==> config.mk <==
export PLATFORM = sky130hd
export DESIGN_NAME = thr_store
export DESIGN_NICKNAME = d
export VERILOG_FILES = /design/src/rtl/thr_store.sv
export SDC_FILE = /design/constraint.sdc
export NUM_CORES = 1
export LEC_CHECK = 0
export ABC_CLOCK_PERIOD_IN_PS = 2800
export CAP_MARGIN = 15
export CORE_ASPECT_RATIO = 0.75
export CORE_MARGIN = 3
export CORE_UTILIZATION = 50
export CTS_CLUSTER_DIAMETER = 200
export DETAILED_ROUTE_END_ITERATION = 8
export PLACE_DENSITY = 0.72
export SETUP_SLACK_MARGIN = 0.15
export SYNTH_ARGS = -nofsm -noshare
export SYNTH_HDL_FRONTEND = slang
export SYNTH_SLANG_ARGS = --single-unit
==> constraint.sdc <==
create_clock -name clk -period 2.8 [get_ports clk]
set_clock_uncertainty 0.05 [all_clocks]
set_input_delay 0.7 -clock clk [delete_from_list [all_inputs] [get_ports clk]]
set_output_delay 0.7 -clock clk [all_outputs]
set_load 0.01 [all_outputs]
==> src/rtl/thr_store.sv <==
// rtl/thr_store.sv - per-neuron threshold memory with issue and write-back tracking
// Optional feature macro: THR_STORE_FWD_EN (bypass rnx into a same-neuron issue on write-back)
module thr_store #(
    parameter int          N_NEURON = 16,
    parameter int          AW       = 4,
    parameter int          LAT      = 3,
    parameter logic [15:0] R_INIT   = 16'h1200
) (
    input  logic          clk,
    input  logic          rst,
    input  logic          sv,
    input  logic [AW-1:0] sidx,
    input  logic [15:0]   sdmin,
    output logic          s_rdy,
    output logic          rv,
    output logic [15:0]   rx,
    output logic [15:0]   dmin,
    input  logic          rnv,
    input  logic [15:0]   rnx,
    output logic          err
);

    typedef enum logic {S_INIT, S_RUN} state_t;

    state_t        state;
    state_t        state_nx;
    logic [AW-1:0] cnt;
    logic [15:0]   mem [N_NEURON];
    logic          tag_v   [LAT+1];
    logic [AW-1:0] tag_idx [LAT+1];
    logic          run;
    logic          hazard;
    logic          accept;
    logic          wb;
`ifdef THR_STORE_FWD_EN
    logic          bypass;
`endif

    always_ff @(posedge clk) begin
        if (rst) begin
            state <= S_INIT;
            cnt   <= '0;
        end else begin
            state <= state_nx;
            if (state == S_INIT) begin
                cnt <= cnt + AW'(1);
            end
        end
    end

    always_comb begin
        state_nx = state;
        if (state == S_INIT && cnt == AW'(N_NEURON - 1)) begin
            state_nx = S_RUN;
        end
    end

    // A neuron with any in-flight update must not be read until its value lands.
    always_comb begin
        hazard = 1'b0;
        for (int i = 0; i < LAT; i++) begin
            if (tag_v[i] && tag_idx[i] == sidx) begin
                hazard = 1'b1;
            end
        end
`ifdef THR_STORE_FWD_EN
        bypass = 1'b0;
        if (tag_v[LAT] && tag_idx[LAT] == sidx) begin
            if (rnv) begin
                bypass = 1'b1;
            end else begin
                hazard = 1'b1;
            end
        end
`else
        if (tag_v[LAT] && tag_idx[LAT] == sidx) begin
            hazard = 1'b1;
        end
`endif
    end

    always_comb begin
        run    = (state == S_RUN);
        s_rdy  = run && !hazard;
        accept = sv && s_rdy;
        wb     = run && tag_v[LAT] && rnv;
    end

    always_ff @(posedge clk) begin
        if (rst) begin
            for (int i = 0; i <= LAT; i++) begin
                tag_v[i]   <= 1'b0;
                tag_idx[i] <= '0;
            end
        end else begin
            tag_v[0]   <= accept;
            tag_idx[0] <= sidx;
            for (int i = 1; i <= LAT; i++) begin
                tag_v[i]   <= tag_v[i-1];
                tag_idx[i] <= tag_idx[i-1];
            end
        end
    end

    always_ff @(posedge clk) begin
        if (!rst) begin
            if (state == S_INIT) begin
                mem[cnt] <= R_INIT;
            end else if (wb) begin
                mem[tag_idx[LAT]] <= rnx;
            end
        end
    end

    always_ff @(posedge clk) begin
        if (rst) begin
            rv   <= 1'b0;
            rx   <= '0;
            dmin <= '0;
        end else begin
            rv <= accept;
            if (accept) begin
`ifdef THR_STORE_FWD_EN
                rx <= bypass ? rnx : mem[sidx];
`else
                rx <= mem[sidx];
`endif
                dmin <= sdmin;
            end
        end
    end

    // Both a missing and an unexpected write-back are protocol violations.
    always_ff @(posedge clk) begin
        if (rst) begin
            err <= 1'b0;
        end else if (run && (rnv != tag_v[LAT])) begin
            err <= 1'b1;
        end
    end

endmodule

==> out/qor.csv <==
stage;metric;value;unit
drt;vias per cell;5.73;
drt;via count;6670;
power_and_ir_drop;Clk pwr share;0.410;
cells_and_area;Layout area overhead;19.6;%
drt;Avg WL per Cell;23.0;um
clock_tree;Worst-Skew Late Latency;530;ps
cells_and_area;Fill cells;1719;
drt;DR DRC count;0;
sta;RSZ-0062 raised after global routing;false;
synth;Synth Area in Simple Gates;0.0639;
floorplanning;chip height;143;um
clock_tree;Bufs on Longest Clock Path;3;
drt;router iterations before antenna repair;5;
power_and_ir_drop;switching portion of total power;0.200;
floorplanning;Rows;49;
outcome;status;complete, no violations;
placement;placed cell count;1109;
placement;post-DP HPWL;17100;um
power_and_ir_drop;peak supply drop;0.456;mV
setup_path;nature of the critical path startpoint;flip-flop;
cells_and_area;multi-input logic area;3340;um2
synth;mux cell area share after synthesis;0.157;
cells_and_area;fin cells;1164;
synth;combinational family with the most area after synthesis;multiplexers;
clock_tree;clock root buffer;clkbuf_16;
drt;Total Wirelength;26800;um
synth;mean post-synth cell area;18.5;um2
sta;Max Fclk;389;MHz
placement;placed cell areas;14000;um2
power_and_ir_drop;register share of total power;0.542;
sta;Final TNS setup;0;ps
synth;Compound-Gate Fraction of Synth Area;0.0315;
grt;largest net degree at the start of global routing;91;
synth;Synth Instances;676;
setup_path;Crit Path Category;flip-flop to output pin;
power_and_ir_drop;P_int;7480;uW
grt;GRT Total Usage;0.200;
cells_and_area;register area;8850;um2
clock_tree;clock sink count;314;
synth;post-synthesis sequential area ratio;0.707;
synth;synth warn;0;
sta;Tcrit/Tclk final;0.919;
power_and_ir_drop;P_sw;1870;uW
synth;Net Count, Synth;717;
sta;Setup violations, final;0;
cells_and_area;layout cells sized above 1;0.210;
min_path;worst min path class;primary input to flip-flop;
drt;Iter 0 DRT Violations;542;
placement;Final GP Congestion;0.789;
grt;grt total ovfl;0;
power_and_ir_drop;Logic pwr share;0.047;
cells_and_area;Final Instance Area;15000;um2
floorplanning;area of the core;24300;um2
clock_tree;H-Tree Depth;1;
clock_tree;CTS tree;yes;
sta;minimum hold slack;419;ps
synth;Adder-Cell Fraction of Synth Area;0.00100;
power_and_ir_drop;Leak Pwr;0.00477;uW
synth;Distinct cells, synth;39;
setup_path;Worst Path Arrival;1820;ps
synth;post-synthesis xor/xnor area fraction;0.0133;
min_path;Hold Path Depth;2;
sta;Slew @ Worst Pin;582;ps
setup_path;Crit. End Element;output pin;
cells_and_area;Post-layout nets;852;
floorplanning;starting density of the core;0.515;
cells_and_area;# diodes;0;
sta;final hold violations;0;
floorplanning;die area;27000;um2
setup_path;Worst R2R Path Depth;6;
synth;Yosys reg bits;314;
synth;Post-synth EDFFs;256;
clock_tree;Clock transition at path regs;60;ps
setup_path;CP max FO;4;
floorplanning;Die Wd;189;um
grt;initial antenna violation count;0;
drt;ANT nets after route;0;
floorplanning;total I/O pin count;75;
grt;first-pass GRT wire length;40800;um
synth;Async SR Flop Fraction;0;
synth;Mapped Area;12500;um2
placement;Port Buffers;74;
job;Max Cap Violations;0;
synth;Primary FF master, synth;edfxtp_1;
sta;Final Critical Period;2570;ps
clock_tree;total CTS buffers;29;
sta;Rel. slew slack;0.612;
setup_path;Worst EP required;2050;ps
sta;fin. max-slew vios;0;
power_and_ir_drop;Power per Cell Area;625;nW/um2
grt;vias in the first global route;6859;
## per-stage QoR
step                       util  worst slack (ps)  total power (uW)
after detailed placement  0.578              -500              5610
after global routing      0.616               168              9620
after CTS                 0.616               155              9410
final                     0.616               227              9350
after global placement    0.578              -440              5600
after floorplan               -               119              5440
## synthesized netlist by cell type, types with 4 or more instances
| cell | instances | share of area |
|---|---|---|
| dfxtp_1 | 58 | 0.093 |
| nand2_1 | 7 | 0.0021 |
| nor3_1 | 4 | 0.0016 |
| inv_1 | 4 | 0.0012 |
| edfxtp_1 | 256 | 0.61 |
| nor2_1 | 24 | 0.0072 |
| nand3_1 | 6 | 0.0024 |
| nor2b_1 | 38 | 0.019 |
| xor2_1 | 14 | 0.0098 |
| buf_1 | 4 | 0.0012 |
| mux2_4 | 10 | 0.012 |
| mux4_2 | 34 | 0.061 |
| a21oi_1 | 21 | 0.0084 |
| clkbuf_1 | 14 | 0.0042 |
| buf_2 | 12 | 0.0048 |
| buf_12 | 6 | 0.0096 |
| nand2b_1 | 32 | 0.016 |
| mux2_2 | 7 | 0.0063 |
| a22oi_1 | 32 | 0.019 |
| mux4_1 | 30 | 0.063 |
| and2_1 | 15 | 0.0075 |
| a31oi_1 | 4 | 0.0020 |
| mux2i_1 | 18 | 0.014 |
| xnor2_1 | 5 | 0.0035 |
## critical path, cell delays in order (launching register included)
cell           delay (ps)
dfxtp_1               360
xor2_1                160
nor3_1                180
nand3_1               150
nand3_2               110
nor2_1                 50
dlygate4sd2_1         280
## routing by layer
layer,track usage,part of all wire
met5,0,0
met4,0.0474,0.022
met3,0.0307,0.063
met2,0.333,0.49
met1,0.282,0.43
## power groups by stage
stage | clock network (uW) | registers [uW] | logic [uW]
6_report | 3840 | 5070 | 443
5_1_grt | 4070 | 5070 | 470
4_1_cts | 3900 | 5070 | 445
3_5_place_dp | 0 | 5170 | 442
3_3_place_gp | 0 | 5170 | 432
2_1_floorplan | 0 | 5160 | 276
## worst paths after layout
check	slack (ps)	start	end
worst max-delay path	230	tag_idx[3][3]	s_rdy
worst min-delay path	420	rst	cnt[3]
worst max register to register	630	tag_v[0][3]	mem[4][10]
worst min register to register	430	dmin[7]	dmin[7]
## placed cells by master (no fill, tap or decap), types with 3 or more instances in the layout
cell               n
clkbuf_16         29
buf_2              4
mux2_2             7
clkdlybuf4s50_1   68
mux2i_1           18
mux2_4            10
nor2b_1           38
edfxtp_1         256
a22oi_1           32
xnor2_1            5
nand2b_1          32
xor2_1            14
nor3_1             4
mux4_1            30
dfxtp_1           57
and2_1            15
a21oi_1           21
buf_12            13
clkinv_2           5
nor2_1            23
bufinv_16          3
nand2_1            7
inv_1              4
nand3_1            5
buf_4             60
a31oi_1            4
mux4_2            34
clkbuf_1          12
## cell families after synthesis
family                   after synthesis
AO/OA/AOI/OAI                         59
XOR/XNOR                              19
adder cells (fa/ha/maj)                1
buffers and inverters                 46
flip-flops                           314
multiplexers                          99
AND/OR/NAND/NOR                      138
## registers in the layout (all words and copies together), names as in the netlist
signal and flops:
cnt 4, rx 16, run 1, tag_idx 16, dmin 16, tag_v 4, mem 256, err 1
## final cells by class
class                      instances  share of cell area
sequential                       314               0.592
multi-input combinational        316               0.224
timing repair buffer             146              0.0949
clock buffer                      42              0.0524
tap                              331              0.0277
clock inverter                    11             0.00878
inverter                           4             0.00100
## repair_timing
action                                  4_1_cts  5_1_grt
endpoints found under the setup margin        1        1
pin swaps                                     3        5
buffers inserted                              1        1
endpoints found under the hold margin         0        0
gates resized for setup                       8        5
hold buffers                                  0        0
Power figures use the tool's default switching activity.
